===== config.mk =====
export PLATFORM = sky130hd
export DESIGN_NAME = ps2_rx_fifo
export DESIGN_NICKNAME = d
export VERILOG_FILES = /design/src/rtl/ps2_rx_fifo.sv
export SDC_FILE = /design/constraint.sdc
export NUM_CORES = 1
export LEC_CHECK = 0
export BUFFER_PORTS_ARGS = -buffer_cell sky130_fd_sc_hd__buf_2
export CORE_MARGIN = 5
export CORE_UTILIZATION = 55
export DETAILED_ROUTE_END_ITERATION = 6
export PLACE_DENSITY = 0.74
export SETUP_SLACK_MARGIN = 0.1
export SLEW_MARGIN = 30
export SYNTH_ARGS = -nofsm -noshare
export SYNTH_HDL_FRONTEND = slang
export SYNTH_SLANG_ARGS = --single-unit
export TNS_END_PERCENT = 20

===== constraint.sdc =====
create_clock -name clk -period 3.2 [get_ports clk]
set_input_delay 0.48 -clock clk [delete_from_list [all_inputs] [get_ports clk]]
set_output_delay 0.48 -clock clk [all_outputs]
set_load 0.01 [all_outputs]

===== src/rtl/ps2_rx_fifo.sv =====
// PS/2 keyboard receiver: synchronizes the raw lines, deframes 11-bit frames and
// buffers valid scan codes in a show-ahead FIFO read by edge-detected ps2_rd.
module ps2_rx_fifo #(
    parameter int unsigned FIFO_DEPTH     = 8,
    parameter int unsigned TIMEOUT_CYCLES = 5000
) (
    input  logic        clk,
    input  logic        reset,
    input  logic        ps2_clk,
    input  logic        ps2_data,
    input  logic        ps2_rd,
    output logic [7:0]  key,
    output logic        ps2_ready,
    output logic        overflow,
    output logic        frame_err,
    output logic [31:0] key_d
);

    localparam int unsigned AW = $clog2(FIFO_DEPTH);
    localparam int unsigned TW = $clog2(TIMEOUT_CYCLES) + 1;

    localparam logic [1:0] StIdle   = 2'd0;
    localparam logic [1:0] StData   = 2'd1;
    localparam logic [1:0] StParity = 2'd2;
    localparam logic [1:0] StStop   = 2'd3;

    logic          clk_s1_q, clk_s2_q, clk_prev_q;
    logic          dat_s1_q, dat_s2_q;
    logic          rd_q, rd_prev_q;
    logic [1:0]    state_q, state_d;
    logic [2:0]    bitcnt_q, bitcnt_d;
    logic [7:0]    shreg_q, shreg_d;
    logic          parity_q, parity_d;
    logic [TW-1:0] tmo_q, tmo_d;
    logic          frame_err_q, frame_err_d;
    logic          overflow_q, overflow_d;
    logic [31:0]   key_d_q, key_d_d;
    logic [AW:0]   wr_ptr_q, wr_ptr_d, rd_ptr_q, rd_ptr_d;
    logic [7:0]    mem_q [FIFO_DEPTH];

    logic fe, frame_valid, empty, full, do_pop, do_push;

    assign fe = clk_prev_q & ~clk_s2_q;

    always_comb begin
        state_d     = state_q;
        bitcnt_d    = bitcnt_q;
        shreg_d     = shreg_q;
        parity_d    = parity_q;
        frame_valid = 1'b0;
        frame_err_d = 1'b0;
        tmo_d       = (state_q == StIdle || fe) ? '0 : tmo_q + 1'b1;
        if (fe) begin
            case (state_q)
                StIdle: begin
                    if (!dat_s2_q) begin
                        state_d  = StData;
                        bitcnt_d = 3'd0;
                    end
                end
                StData: begin
                    shreg_d  = {dat_s2_q, shreg_q[7:1]};
                    bitcnt_d = bitcnt_q + 3'd1;
                    if (bitcnt_q == 3'd7) state_d = StParity;
                end
                StParity: begin
                    parity_d = dat_s2_q;
                    state_d  = StStop;
                end
                default: begin
                    if (dat_s2_q && (^shreg_q ^ parity_q)) frame_valid = 1'b1;
                    else                                   frame_err_d = 1'b1;
                    state_d = StIdle;
                end
            endcase
        end else if (state_q != StIdle && tmo_q == TW'(TIMEOUT_CYCLES - 1)) begin
            // Line stalled mid-frame: drop the partial byte.
            state_d     = StIdle;
            frame_err_d = 1'b1;
            tmo_d       = '0;
        end
    end

    always_comb begin
        empty    = (wr_ptr_q == rd_ptr_q);
        full     = (wr_ptr_q[AW] != rd_ptr_q[AW]) && (wr_ptr_q[AW-1:0] == rd_ptr_q[AW-1:0]);
        do_pop   = rd_q & ~rd_prev_q & ~empty;
        // A pop in the same cycle frees the slot, so a full FIFO can still accept.
        do_push  = frame_valid & (~full | do_pop);
        wr_ptr_d = do_push ? wr_ptr_q + 1'b1 : wr_ptr_q;
        rd_ptr_d = do_pop ? rd_ptr_q + 1'b1 : rd_ptr_q;
        if (do_pop)                      overflow_d = 1'b0;
        else if (frame_valid && !do_push) overflow_d = 1'b1;
        else                             overflow_d = overflow_q;
        key_d_d  = frame_valid ? {key_d_q[23:0], shreg_q} : key_d_q;
    end

    always_ff @(posedge clk or negedge reset) begin
        if (!reset) begin
            clk_s1_q    <= 1'b1;
            clk_s2_q    <= 1'b1;
            clk_prev_q  <= 1'b1;
            dat_s1_q    <= 1'b1;
            dat_s2_q    <= 1'b1;
            rd_q        <= 1'b0;
            rd_prev_q   <= 1'b0;
            state_q     <= StIdle;
            bitcnt_q    <= 3'd0;
            shreg_q     <= 8'h00;
            parity_q    <= 1'b0;
            tmo_q       <= '0;
            frame_err_q <= 1'b0;
            overflow_q  <= 1'b0;
            key_d_q     <= 32'h0;
            wr_ptr_q    <= '0;
            rd_ptr_q    <= '0;
        end else begin
            clk_s1_q    <= ps2_clk;
            clk_s2_q    <= clk_s1_q;
            clk_prev_q  <= clk_s2_q;
            dat_s1_q    <= ps2_data;
            dat_s2_q    <= dat_s1_q;
            rd_q        <= ps2_rd;
            rd_prev_q   <= rd_q;
            state_q     <= state_d;
            bitcnt_q    <= bitcnt_d;
            shreg_q     <= shreg_d;
            parity_q    <= parity_d;
            tmo_q       <= tmo_d;
            frame_err_q <= frame_err_d;
            overflow_q  <= overflow_d;
            key_d_q     <= key_d_d;
            wr_ptr_q    <= wr_ptr_d;
            rd_ptr_q    <= rd_ptr_d;
        end
    end

    always_ff @(posedge clk) begin
        if (do_push) mem_q[wr_ptr_q[AW-1:0]] <= shreg_q;
    end

    assign key       = empty ? 8'h00 : mem_q[rd_ptr_q[AW-1:0]];
    assign ps2_ready = ~empty;
    assign overflow  = overflow_q;
    assign frame_err = frame_err_q;
    assign key_d     = key_d_q;

endmodule


==> impl_metrics.env <==
export IMPL_drt_wl_total_um=11200
export IMPL_wl_met2_um=5960
export IMPL_cp_required_ns=2.72
export IMPL_clk_pin_slew_ns=0.06
export IMPL_fin_worst_skew_ns=0.00707
export IMPL_cap_violations=0
export IMPL_synth_ff_type="dfrtp_1"
export IMPL_grtUsageTotal_pct=18.6
export IMPL_ios=48
export IMPL_holdBufCountCts=0
export IMPL_hold_ws_ns=-0.0403
export IMPL_cp_end_kind="output port"
export IMPL_final_cells=587
export IMPL_syn_nets=386
export IMPL_layout_area_seq_sq_um=3860
export IMPL_ys_ff_latch=141
export IMPL_clock_sinks=141
export IMPL_syn_to_final_growth_pct=18.4
export IMPL_worstPathArrival_ns=2.28
export IMPL_dp_hpwl_um=7030
export IMPL_gp_congestion=0.781
export IMPL_ant_nets=0
export IMPL_synth_simple_area_share_pct=7.31
export IMPL_grt_pass1_vias=3312
export IMPL_critPathKind="reg2out"
export IMPL_vias_per_cell=5.51
export IMPL_hold_class="in2async"
export IMPL_antenna_found_initial=0
export IMPL_slowest_stage="mux4_2"
export IMPL_synthCells=371
export IMPL_die_x_um=114
export IMPL_first_pass_iters=4
export IMPL_worst_pin_slew_ns=0.685
export IMPL_cts_root_buf="clkbuf_8"
export IMPL_post_place_ws_ns=0.585
export IMPL_clock_latency_ns=0.51
export IMPL_fp_dieArea_sq_um=13000
export IMPL_grt_setup_unrepaired="false"
export IMPL_die_h_um=114
export IMPL_diodes=0
export IMPL_rows=38
export IMPL_vias=3233
export IMPL_seq_area_frac_synth_pct=64.9
export IMPL_leakage_nw=3.00
export IMPL_vdd_drop_max_v=0.000420
export IMPL_setup_viol=0
export IMPL_cpPeakStageDelay_ns=0.56
export IMPL_synth_top_area_cell="edfxtp_1"
export IMPL_clock_path_buffers=2
export IMPL_core_area_sq_um=10700
export IMPL_fill_cells=732
export IMPL_startpoint_type="flip-flop"
export IMPL_yosysWarnings=0
export IMPL_synth_async_sr_flop_share_pct=54.6
export IMPL_yosysTopAreaCellShare_pct=32.4
export IMPL_grt_max_degree=78
export IMPL_violations="negative hold slack"
export IMPL_power_per_cell_area_nw_per_um2=781
export IMPL_wl_met1_um=4750
export IMPL_h_tree_depth=4
export IMPL_initial_utilization_pct=55.5
export IMPL_avgSynthCellArea_sq_um=16.0
export IMPL_hold_violations=27
export IMPL_path_cells="buf_4 > mux4_2 > mux2i_1 > nor2_1 > buf_2"
export IMPL_drc_errors=0
export IMPL_synth_top_cells_by_area="edfxtp_1, dfrtp_1, mux2_4"
export IMPL_status="finished with violations"
export IMPL_fin_crit_sh_pct=86.2
export IMPL_synth_compound_area_share_pct=1.71
export IMPL_wl_met3_um=356
export IMPL_cts_tree="yes"
export IMPL_cp_max_fo=16
export IMPL_fmax_ghz=0.363
export IMPL_multi_input_area_sq_um=1980
export IMPL_synth_edff_count=64
export IMPL_fin_tns_setup_ns=0
export IMPL_dr_max_layer_used="met4"
export IMPL_drtIter0Drc=185
export IMPL_io_buffer_count=47
export IMPL_cts_made_buffers=17
export IMPL_synth_xor_area_share_pct=4.78
export IMPL_nets=449
export IMPL_drive_gt1_share_pct=35.3
export IMPL_dp_cells=555
export IMPL_max_slew_margin_pct=54.3
export IMPL_syn_cell_area_sq_um=5940
export IMPL_grt_overflow_total=0
export IMPL_ys_types=42
export IMPL_finalPower_mw=5.49
export IMPL_synth_top_family_by_area="multiplexers"
export IMPL_synthMuxAreaShare_pct=17.3
export IMPL_r2r_slack_ns=0.54
export IMPL_period_needed_ns=2.76
export IMPL_grt_pass1_wl_um=18100
export IMPL_wl_per_cell_um=19.0
export IMPL_maxSlewViolCount=0
export IMPL_synthAdderAreaFrac_pct=2.11
export IMPL_fin_ws_ns=0.441
-- worst max-delay path, delay by kind of cell (launching register included) --
| kind | cells | cell delay [ns] |
|---|---|---|
| muxes | 2 | 0.78 |
| and+or+nand+nor | 1 | 0.06 |
| buffers and inverters | 2 | 0.49 |
| DFF | 1 | 0.44 |
-- metrics by stage --
stage | utilization (%) | cell area, sq um
CTS | 65.7 | 7030
floorplan | - | 5940
finish | 65.7 | 7030
global placement | 59.6 | 6380
detailed placement | 59.6 | 6380
global route | 65.7 | 7030
-- sequential cells by signal, summed over array words and instances (netlist names) --
signal / cells
rd_q: 1
clk_s2_q: 1
frame_err: 1
parity_q: 1
rd_prev_q: 1
overflow: 1
key_d: 32
rd_ptr_q: 4
state_q: 2
shreg_q: 8
clk_s1_q: 1
clk_prev_q: 1
dat_s1_q: 1
bitcnt_q: 3
wr_ptr_q: 4
mem_q: 64
tmo_q: 14
dat_s2_q: 1
-- final timing paths --
check                                 start          end  cells past startpoint
worst max-delay path            rd_ptr_q[0]       key[2]                      5
worst min-delay path                  reset    key_d[28]                      1
worst max register to register   shreg_q[6]  mem_q[5][6]                      6
worst min register to register     clk_s1_q     clk_s2_q                      0
max in group asynchronous             reset  rd_ptr_q[1]                      1
min in group clk                    ps2_clk     clk_s1_q                      1
-- report_power, final --
group | leakage [nW] | internal [mW] | switching [mW]
clock network | 0.312 | 1.41 | 0.701
registers | 1.62 | 2.04 | 0.201
logic | 1.07 | 0.540 | 0.603
total | 3.00 | 3.99 | 1.50
-- layout by cell type (no fill, tap or decap), types with 2 or more instances in the layout --
cell type    n
nand4_1      4
bufinv_16    5
buf_2       46
inv_1        7
a31o_2       2
mux4_2      16
mux2_1       2
dfstp_2      5
nand2_1     14
nor4_1       6
edfxtp_1    64
and3_1       4
mux2i_1      8
nor2b_1      3
ha_1        10
clkinv_2     2
o21ai_0      7
mux2_2      10
nor4b_1      3
clkbuf_1     2
xnor2_1     11
clkbuf_8     4
nand2b_1     2
clkinvlp_4   2
xor2_1      17
dfrtp_1     71
clkbuf_16   16
nor2_1      28
a21oi_1      2
buf_4       12
mux2_4      30
nor3b_1      2
nand3_1     10
nor3_1       4
-- cell families (layout without fill, tap and decap cells) --
kind of cell | Yosys count | in the layout
buf+inv | 23 | 99
flops | 141 | 141
compound gates | 16 | 16
xor+xnor | 30 | 30
simple gates | 85 | 85
mux | 66 | 66
fa+ha+maj | 10 | 10
-- synth_stat cells, types with 3 or more instances --
cell type / n
nor2_1: 28
edfxtp_1: 64
clkbuf_1: 7
nor4_1: 6
inv_1: 7
xor2_1: 17
nor3_1: 4
dfstp_2: 5
nand2_1: 14
nor4b_1: 3
mux2_4: 30
o21ai_0: 7
mux4_2: 16
and3_1: 4
nand4_1: 4
mux2_2: 10
nand3_1: 10
ha_1: 10
nor2b_1: 3
buf_1: 4
mux2i_1: 8
xnor2_1: 11
dfrtp_1: 72
buf_6: 3
-- cell type report --
class | instances | area share [%]
clock buffers | 22 | 6.58
clock inverters | 10 | 2.62
inverters | 7 | 0.374
multi-input cells | 207 | 28.1
flip-flops and latches | 141 | 54.8
well taps | 140 | 2.49
repair buffers | 60 | 5.00
-- routing by layer --
layer | global-route usage, % | vias to the layer above
met5 | 0 | -
met4 | 6.41 | 0
met3 | 4.46 | 9
met2 | 30.8 | 68
met1 | 24.2 | 1662
li1 | - | 1494
-- timing repair --
| item | 4_1_cts | 5_1_grt |
|---|---|---|
| setup endpoints to repair | 0 | 9 |
| buffers inserted | 0 | 0 |
| resized for setup | 0 | 1 |
No activity file was read; power rests on OpenSTA's default activity.
